**src/rtl/core_pkg.sv**
```systemverilog
// Shared definitions for the 16-bit core: data width, opcode field position,
// HLT encoding and the fetch FSM state encoding.
package core_pkg;

  localparam int CORE_W  = 16;
  localparam int OPC_MSB = 15;
  localparam int OPC_LSB = 12;

  localparam logic [3:0] HLT_OPCODE = 4'hF;

  typedef enum logic [1:0] {
    FS_REQ   = 2'd0,
    FS_WAIT  = 2'd1,
    FS_VALID = 2'd2,
    FS_HALT  = 2'd3
  } fetch_state_e;

  function automatic logic is_hlt(input logic [CORE_W-1:0] word);
    return word[OPC_MSB:OPC_LSB] == HLT_OPCODE;
  endfunction

endpackage

```
**src/rtl/fetch_timer.sv**
```systemverilog
// Saturating up-counter with synchronous clear and count enable; tc is high
// while the count sits at LIMIT.
module fetch_timer #(
  parameter int W     = 8,
  parameter int LIMIT = 14
) (
  input  logic clk,
  input  logic rst_n,
  input  logic clr,
  input  logic en,
  output logic tc
);

  localparam logic [W-1:0] LIMIT_V = W'(LIMIT);

  logic [W-1:0] count_reg;

  always_ff @(posedge clk) begin
    if (!rst_n) begin
      count_reg <= '0;
    end else if (clr) begin
      count_reg <= '0;
    end else if (en && (count_reg != LIMIT_V)) begin
      count_reg <= count_reg + 1'b1;
    end
  end

  assign tc = (count_reg == LIMIT_V);

endmodule

```
**src/rtl/fetch_unit.sv**
```systemverilog
// PC owner and instruction fetch sequencer (REQ -> WAIT -> VALID, HLT freezes).
// Optional fetch timeout/retry is enabled by defining FETCH_TIMEOUT_EN.
module fetch_unit
  import core_pkg::*;
#(
  parameter logic [CORE_W-1:0] RESET_PC = 16'h0000,
  parameter int                MAX_WAIT = 15
) (
  input  logic              clk,
  input  logic              rst_n,
  output logic [CORE_W-1:0] pc_cur,
  input  logic [CORE_W-1:0] next_pc,
  input  logic              stall,
  output logic              imem_req,
  output logic [CORE_W-1:0] imem_addr,
  input  logic              imem_ack,
  input  logic [CORE_W-1:0] imem_rdata,
  output logic [CORE_W-1:0] instr,
  output logic              instr_valid,
  output logic              halted,
  output logic              fetch_err
);

  fetch_state_e      state_reg, state_next;
  logic [CORE_W-1:0] pc_reg, pc_next;
  logic [CORE_W-1:0] instr_reg, instr_next;
  logic              instr_valid_reg, instr_valid_next;
  logic              halted_reg, halted_next;
  logic              halt_pend_reg, halt_pend_next;
  logic              imem_req_reg, imem_req_next;
  logic              timeout;
  logic              unused_ok;

  // Instructions are halfword aligned, so next_pc[0] is never stored.
  assign unused_ok = next_pc[0] & (MAX_WAIT > 0);

`ifdef FETCH_TIMEOUT_EN
  logic timer_clr;
  logic timer_en;
  logic fetch_err_reg;

  assign timer_clr = (state_reg == FS_REQ);
  assign timer_en  = (state_reg == FS_WAIT) && !imem_ack;

  // tc rises during the MAX_WAIT-th ack-less WAIT cycle.
  fetch_timer #(
    .W     (8),
    .LIMIT (MAX_WAIT - 1)
  ) u_fetch_timer (
    .clk   (clk),
    .rst_n (rst_n),
    .clr   (timer_clr),
    .en    (timer_en),
    .tc    (timeout)
  );

  always_ff @(posedge clk) begin
    if (!rst_n) begin
      fetch_err_reg <= 1'b0;
    end else begin
      fetch_err_reg <= (state_reg == FS_WAIT) && !imem_ack && timeout;
    end
  end

  assign fetch_err = fetch_err_reg;
`else
  assign timeout   = 1'b0;
  assign fetch_err = 1'b0;
`endif

  always_comb begin
    state_next       = state_reg;
    pc_next          = pc_reg;
    instr_next       = instr_reg;
    instr_valid_next = instr_valid_reg;
    halted_next      = halted_reg;
    halt_pend_next   = halt_pend_reg;
    imem_req_next    = 1'b0;

    case (state_reg)
      // Reset leaves imem_req low, so the first REQ after reset spends one
      // extra cycle raising it; every later REQ is entered with it already set.
      FS_REQ: begin
        if (imem_req_reg) begin
          state_next = FS_WAIT;
        end else begin
          imem_req_next = 1'b1;
        end
      end

      FS_WAIT: begin
        if (imem_ack) begin
          instr_next       = imem_rdata;
          instr_valid_next = 1'b1;
          halt_pend_next   = is_hlt(imem_rdata);
          state_next       = FS_VALID;
        end else if (timeout) begin
          state_next    = FS_REQ;
          imem_req_next = 1'b1;
        end
      end

      FS_VALID: begin
        if (!stall) begin
          instr_valid_next = 1'b0;
          if (halt_pend_reg) begin
            halted_next = 1'b1;
            state_next  = FS_HALT;
          end else begin
            pc_next       = {next_pc[CORE_W-1:1], 1'b0};
            state_next    = FS_REQ;
            imem_req_next = 1'b1;
          end
        end
      end

      FS_HALT: begin
        state_next = FS_HALT;
      end

      default: begin
        state_next = FS_REQ;
      end
    endcase
  end

  always_ff @(posedge clk) begin
    if (!rst_n) begin
      state_reg       <= FS_REQ;
      pc_reg          <= RESET_PC;
      instr_reg       <= '0;
      instr_valid_reg <= 1'b0;
      halted_reg      <= 1'b0;
      halt_pend_reg   <= 1'b0;
      imem_req_reg    <= 1'b0;
    end else begin
      state_reg       <= state_next;
      pc_reg          <= pc_next;
      instr_reg       <= instr_next;
      instr_valid_reg <= instr_valid_next;
      halted_reg      <= halted_next;
      halt_pend_reg   <= halt_pend_next;
      imem_req_reg    <= imem_req_next;
    end
  end

  assign pc_cur      = pc_reg;
  assign imem_addr   = pc_reg;
  assign imem_req    = imem_req_reg;
  assign instr       = instr_reg;
  assign instr_valid = instr_valid_reg;
  assign halted      = halted_reg;

endmodule

```
**config.mk**
```make
export PLATFORM = sky130hd
export DESIGN_NAME = fetch_unit
export DESIGN_NICKNAME = d
export VERILOG_FILES = /design/src/rtl/core_pkg.sv /design/src/rtl/fetch_timer.sv /design/src/rtl/fetch_unit.sv
export SDC_FILE = /design/constraint.sdc
export NUM_CORES = 1
export LEC_CHECK = 0
export CORE_AREA = 2 2 67 69
export CTS_CLUSTER_DIAMETER = 100
export DETAILED_ROUTE_END_ITERATION = 8
export DIE_AREA = 0 0 69 71
export GPL_TIMING_DRIVEN = 1
export PLACE_DENSITY = 0.81
export SYNTH_ARGS = -nofsm -noshare
export SYNTH_HDL_FRONTEND = slang
export SYNTH_SLANG_ARGS = --single-unit
```
**constraint.sdc**
```tcl
create_clock -name clk -period 1.34 [get_ports clk]
set_input_delay 0.335 -clock clk [delete_from_list [all_inputs] [get_ports clk]]
set_output_delay 0.335 -clock clk [all_outputs]
set_load 0.05 [all_outputs]
```
* After elaboration in Yosys (flattened, before gate mapping)
Index checks and enable logic that the tools add are counted.
** Storage, ports and cells
- Logic and storage cells :: 35
- Output and inout port bits :: 52
- Bits of input ports :: 36
- Register bits :: 37
** Cells by class
- Reductions and logical operators :: 7
- Muxes and demuxes :: 12
- Bitwise logic cells :: 2
- Equal/unequal tests :: 7
** Operators by type and width (count)
- $reduce_and 3->1 :: 4
- $mux 2 :: 4
- $pmux 2 s4 :: 1
- $ne 2x2->1 const B :: 3
- $mux 1 :: 5
- $eq 2x2->1 const B :: 2
- $eq 4x4->1 const B :: 1
- $pmux 1 s2 :: 2
- $eq 2x1->1 const B :: 1
- $logic_not 2->1 :: 1
- $not 1->1 :: 2
- $reduce_and 2->1 :: 1
- $reduce_bool 2->1 :: 1

* Logic depth before layout (Yosys ltp)
- Word-level depth :: 3
- Depth in mapped cells :: 5
- Mapped depth without buffers :: 3

* Worst setup path after synthesis
Ideal clock, no wire load.
- Kind :: flip-flop to output port
- Start :: reg pc_reg[10] (netlist: imem_addr[10])
- End :: out pc_cur[10]
- Required time :: 1005 ps
- Path buffers :: 1
- Setup slack :: 92 ps
- Arrival :: 913 ps
- Cell stages (with the launch flop) :: 2
- Cell sequence :: dfxtp_1 > buf_4
** RTL lines
- start, declared :: RTL line fetch_unit.sv:25 : logic [CORE_W-1:0] pc_reg, pc_next;
- start signal, assigned :: RTL line fetch_unit.sv:138 : pc_reg <= pc_next;
- end, declared :: RTL line fetch_unit.sv:11 : output logic [CORE_W-1:0] pc_cur,
No word-level cell between the ends.

* Worst setup path in the final report
- Start :: reg pc_reg[14] (netlist: imem_addr[14])
- End :: out pc_cur[14]
No word-level cell between the ends.

==> results.md <==
- Yosys warns: 0
- RSZ-0062 raised after global routing: no
- Synth top cells by count: dfxtp_1, nand2_1, nand3_1
- Effective utilization at floorplan: 0.3688
- Clk buf depth: 2
- Final period demand of the worst path: about 1.3 ns
- Yosys top cell area share: 0.4778
- CP cell instances: buf_12
- Layout Nets: 294
- Comb pwr share: 0.260
- WP buf/inv: 1
- Clock latency on the worst-skew pair: 0.28 ns
- Leakage: 1.117 nW
- Main area contributors after synthesis: dfxtp_1, nand3_1, buf_4
- Layout Utilization: 0.6970
- Internal power: ~0.0019 W
- Largest family of logic cells by synthesized area: simple AND/OR/NAND/NOR gates
- Slowest stage cell, crit path: dfxtp_1
- Core area: 4204 µm²
- Total Wirelength: a little under 4 mm
- Max reg flops: 16
- Clock Pin Slew Worst Setup and Hold Paths: 0.07 ns
- Die area: 4899 µm²
- Wire length per cell: 12.45 µm
- Mean post-synth cell area: 8.290 µm²
- Psw: 0.0007682 W
- Post-Synth XOR/XNOR Area: 0
- Cts bufs inserted: 5
- DR iter-0 viols: 61
- Max H-tree Level: 2
- Delay-heaviest family, CP: flip-flops
- Die X-Extent: a little under 70 µm
- Routed Antenna Nets: 0
- Distinct cells, synth: 25
- IO buf count: 83
- Cell area after layout: around 2900 µm²
- Switching share of power: 0.2917
- Pins Over Slew Limit: 0
- Post-route DRC violation count: 0
- Ys flop type: dfxtp_1
- DP Area: 2815 µm²
- Final Cycle Share: 0.9367
- Worst vdd ir: 0.0006430 V
- Status: complete, no violations
- Flop2flop setup slack: around 0.15 ns
- EDFF count, synth: 0
- Post-synthesis cell count: 187
- Vias/cell: around 4.6
- Final hold viol count: 0
- Total number of vias: around 1.4k
- Final worst clock skew: about 0.0044 ns
- Cells after DPL: 301
- Area grow syn2layout: 89.02%
- GRT Overall Usage: 0.1604
- Mux contribution to synthesized area: 0
- CTS tree: yes
- Total congestion overflow: 0
- Initial antenna violation count: 0
- Antenna fix cells: 0
- Most common cell in the netlist: dfxtp_1
- Fmax: 796.7 MHz
- Clk network pwr share: 0.280
- Hold crit path type: primary input to register
- Synth Area in Compound Gates: 0.1340
- Largest net degree at the start of global routing: 37
- Max cap viols: 0
- Chip height: 71 µm
- Synth Area in Simple Gates: 0.2357
- Worst Path Required: 1.00 ns
- Setup TNS: 0 ns
- Crit path max fanout: 3
- Top Ports: 88
- Sequential area share after synthesis: 0.4778
- DP Wirelength: 2.908 mm
- TritonRoute pass-1 iters: 4
- Hold buffers post-CTS: 0
- Yosys top cell by area: dfxtp_1
- Num rows: 24
- GP Congestion: just under 0.8
- Crit path DAT: 0.92 ns
- Post-synthesis adder-cell area fraction: 0
- Clock root buffer: clkbuf_8
- Final hold slack: 0.4400 ns
- Slowest cell delay on critical path: 0.46 ns
- Clock Sinks: 37
- Critical path launch point type: register
- CP endpoint kind: output pin
- First-pass GRT wire length: 6.196 mm
- Type of the worst setup path: register to output pin
- Final std cells w/o fill: between 300 and 400
- Async S/R FF share, synth: 0
- Share of cells above drive strength 1: 0.2703
- Synthesized flop and latch total: 37
- Vias in the first global route: between 1k and 1.5k
- Layout fillers: 332
- Final setup violation count: 0
- Synthesized area: 1550 µm²
- PD cells: 898.7 nW/µm²
- Seq pwr share: 0.460
-- worst reg2reg max path, stage by stage (launching register included) --
cell and delay (ns):
dfxtp_1 0.37, nor4b_4 0.27, buf_4 0.19, buf_12 0.14, nand3_1 0.07, o21ai_0 0.08
-- through the flow --
stage | setup slack [ns] | total power, W
2_1_floorplan | 0.09210 | 0.001562
3_3_place_gp | -0.2230 | 0.001907
3_5_place_dp | -0.2446 | 0.001921
4_1_cts | 0.05443 | 0.002661
5_1_grt | 0.03407 | 0.002752
6_report | 0.08478 | 0.002633
-- kinds of logic after synthesis --
kind of cell,count (synthesis)
compound gates,39
simple gates,77
flops,37
buf+inv,33
other cells,1
-- path summary, 6_finish.rpt --
| check | from | end | cells past startpoint |
|---|---|---|---|
| setup / recovery | imem_addr[14] | pc_cur[14] | 1 |
| hold / removal | rst_n | imem_req | 3 |
| setup reg to reg | halt_pend_reg | imem_addr[9] | 5 |
| hold reg to reg | instr[2] | instr[2] | 2 |
-- repair_timing --
item | in CTS | in global routing
resized for setup | 0 | 1
setup endpoints to repair | 0 | 11
setup buffers | 0 | 1
-- cell usage in the layout (no fill, tap or decap) --
cell,instances
buf_12,52
dfxtp_1,37
nand2_1,33
clkdlybuf4s50_1,32
nand3_1,31
o21ai_0,30
buf_4,7
clkbuf_8,5
nor2_1,4
a21oi_1,4
nor3_1,3
conb_1,3
clkbuf_1,3
nor4b_4,1
o21ai_1,1
o21ai_2,1
nand3b_1,1
inv_1,1
nor2_2,1
nand4_1,1
or2_2,1
a211o_1,1
nor2b_1,1
o32ai_1,1
a31oi_1,1
clkbuf_16,1
buf_2,1
dlymetal6s2s_1,1
-- power by group through the flow --
stage	combinational (W)	clock [W]	sequential [W]
3_5_place_dp	0.000683	0	0.00124
5_1_grt	0.000724	0.000808	0.00122
4_1_cts	0.000684	0.000764	0.00121
3_3_place_gp	0.000672	0	0.00123
6_report	0.000684	0.000737	0.00121
2_1_floorplan	0.000206	0	0.00136
-- area by class of cell --
type | count | area, µm² | area share
sequential | 37 | 740.7 | 0.2528
timing repair buffer | 94 | 1456 | 0.4970
multi-input combinational | 119 | 584.3 | 0.1994
clock buffer | 8 | 80.08 | 0.02733
tap | 52 | 65.06 | 0.02220
inverter | 1 | 3.754 | 0.001281
-- routing by layer --
layer / GRT usage / vias up / wire (µm) / part of all wire
li1: - / 752 / - / -
met1: 0.1899 / 620 / 1615 / 0.42
met2: 0.2585 / 63 / 1865 / 0.48
met3: 0.05840 / 7 / 309 / 0.080
met4: 0.07843 / 0 / 82 / 0.021
met5: 0 / - / 0 / 0
Power figures use the tool's default switching activity.
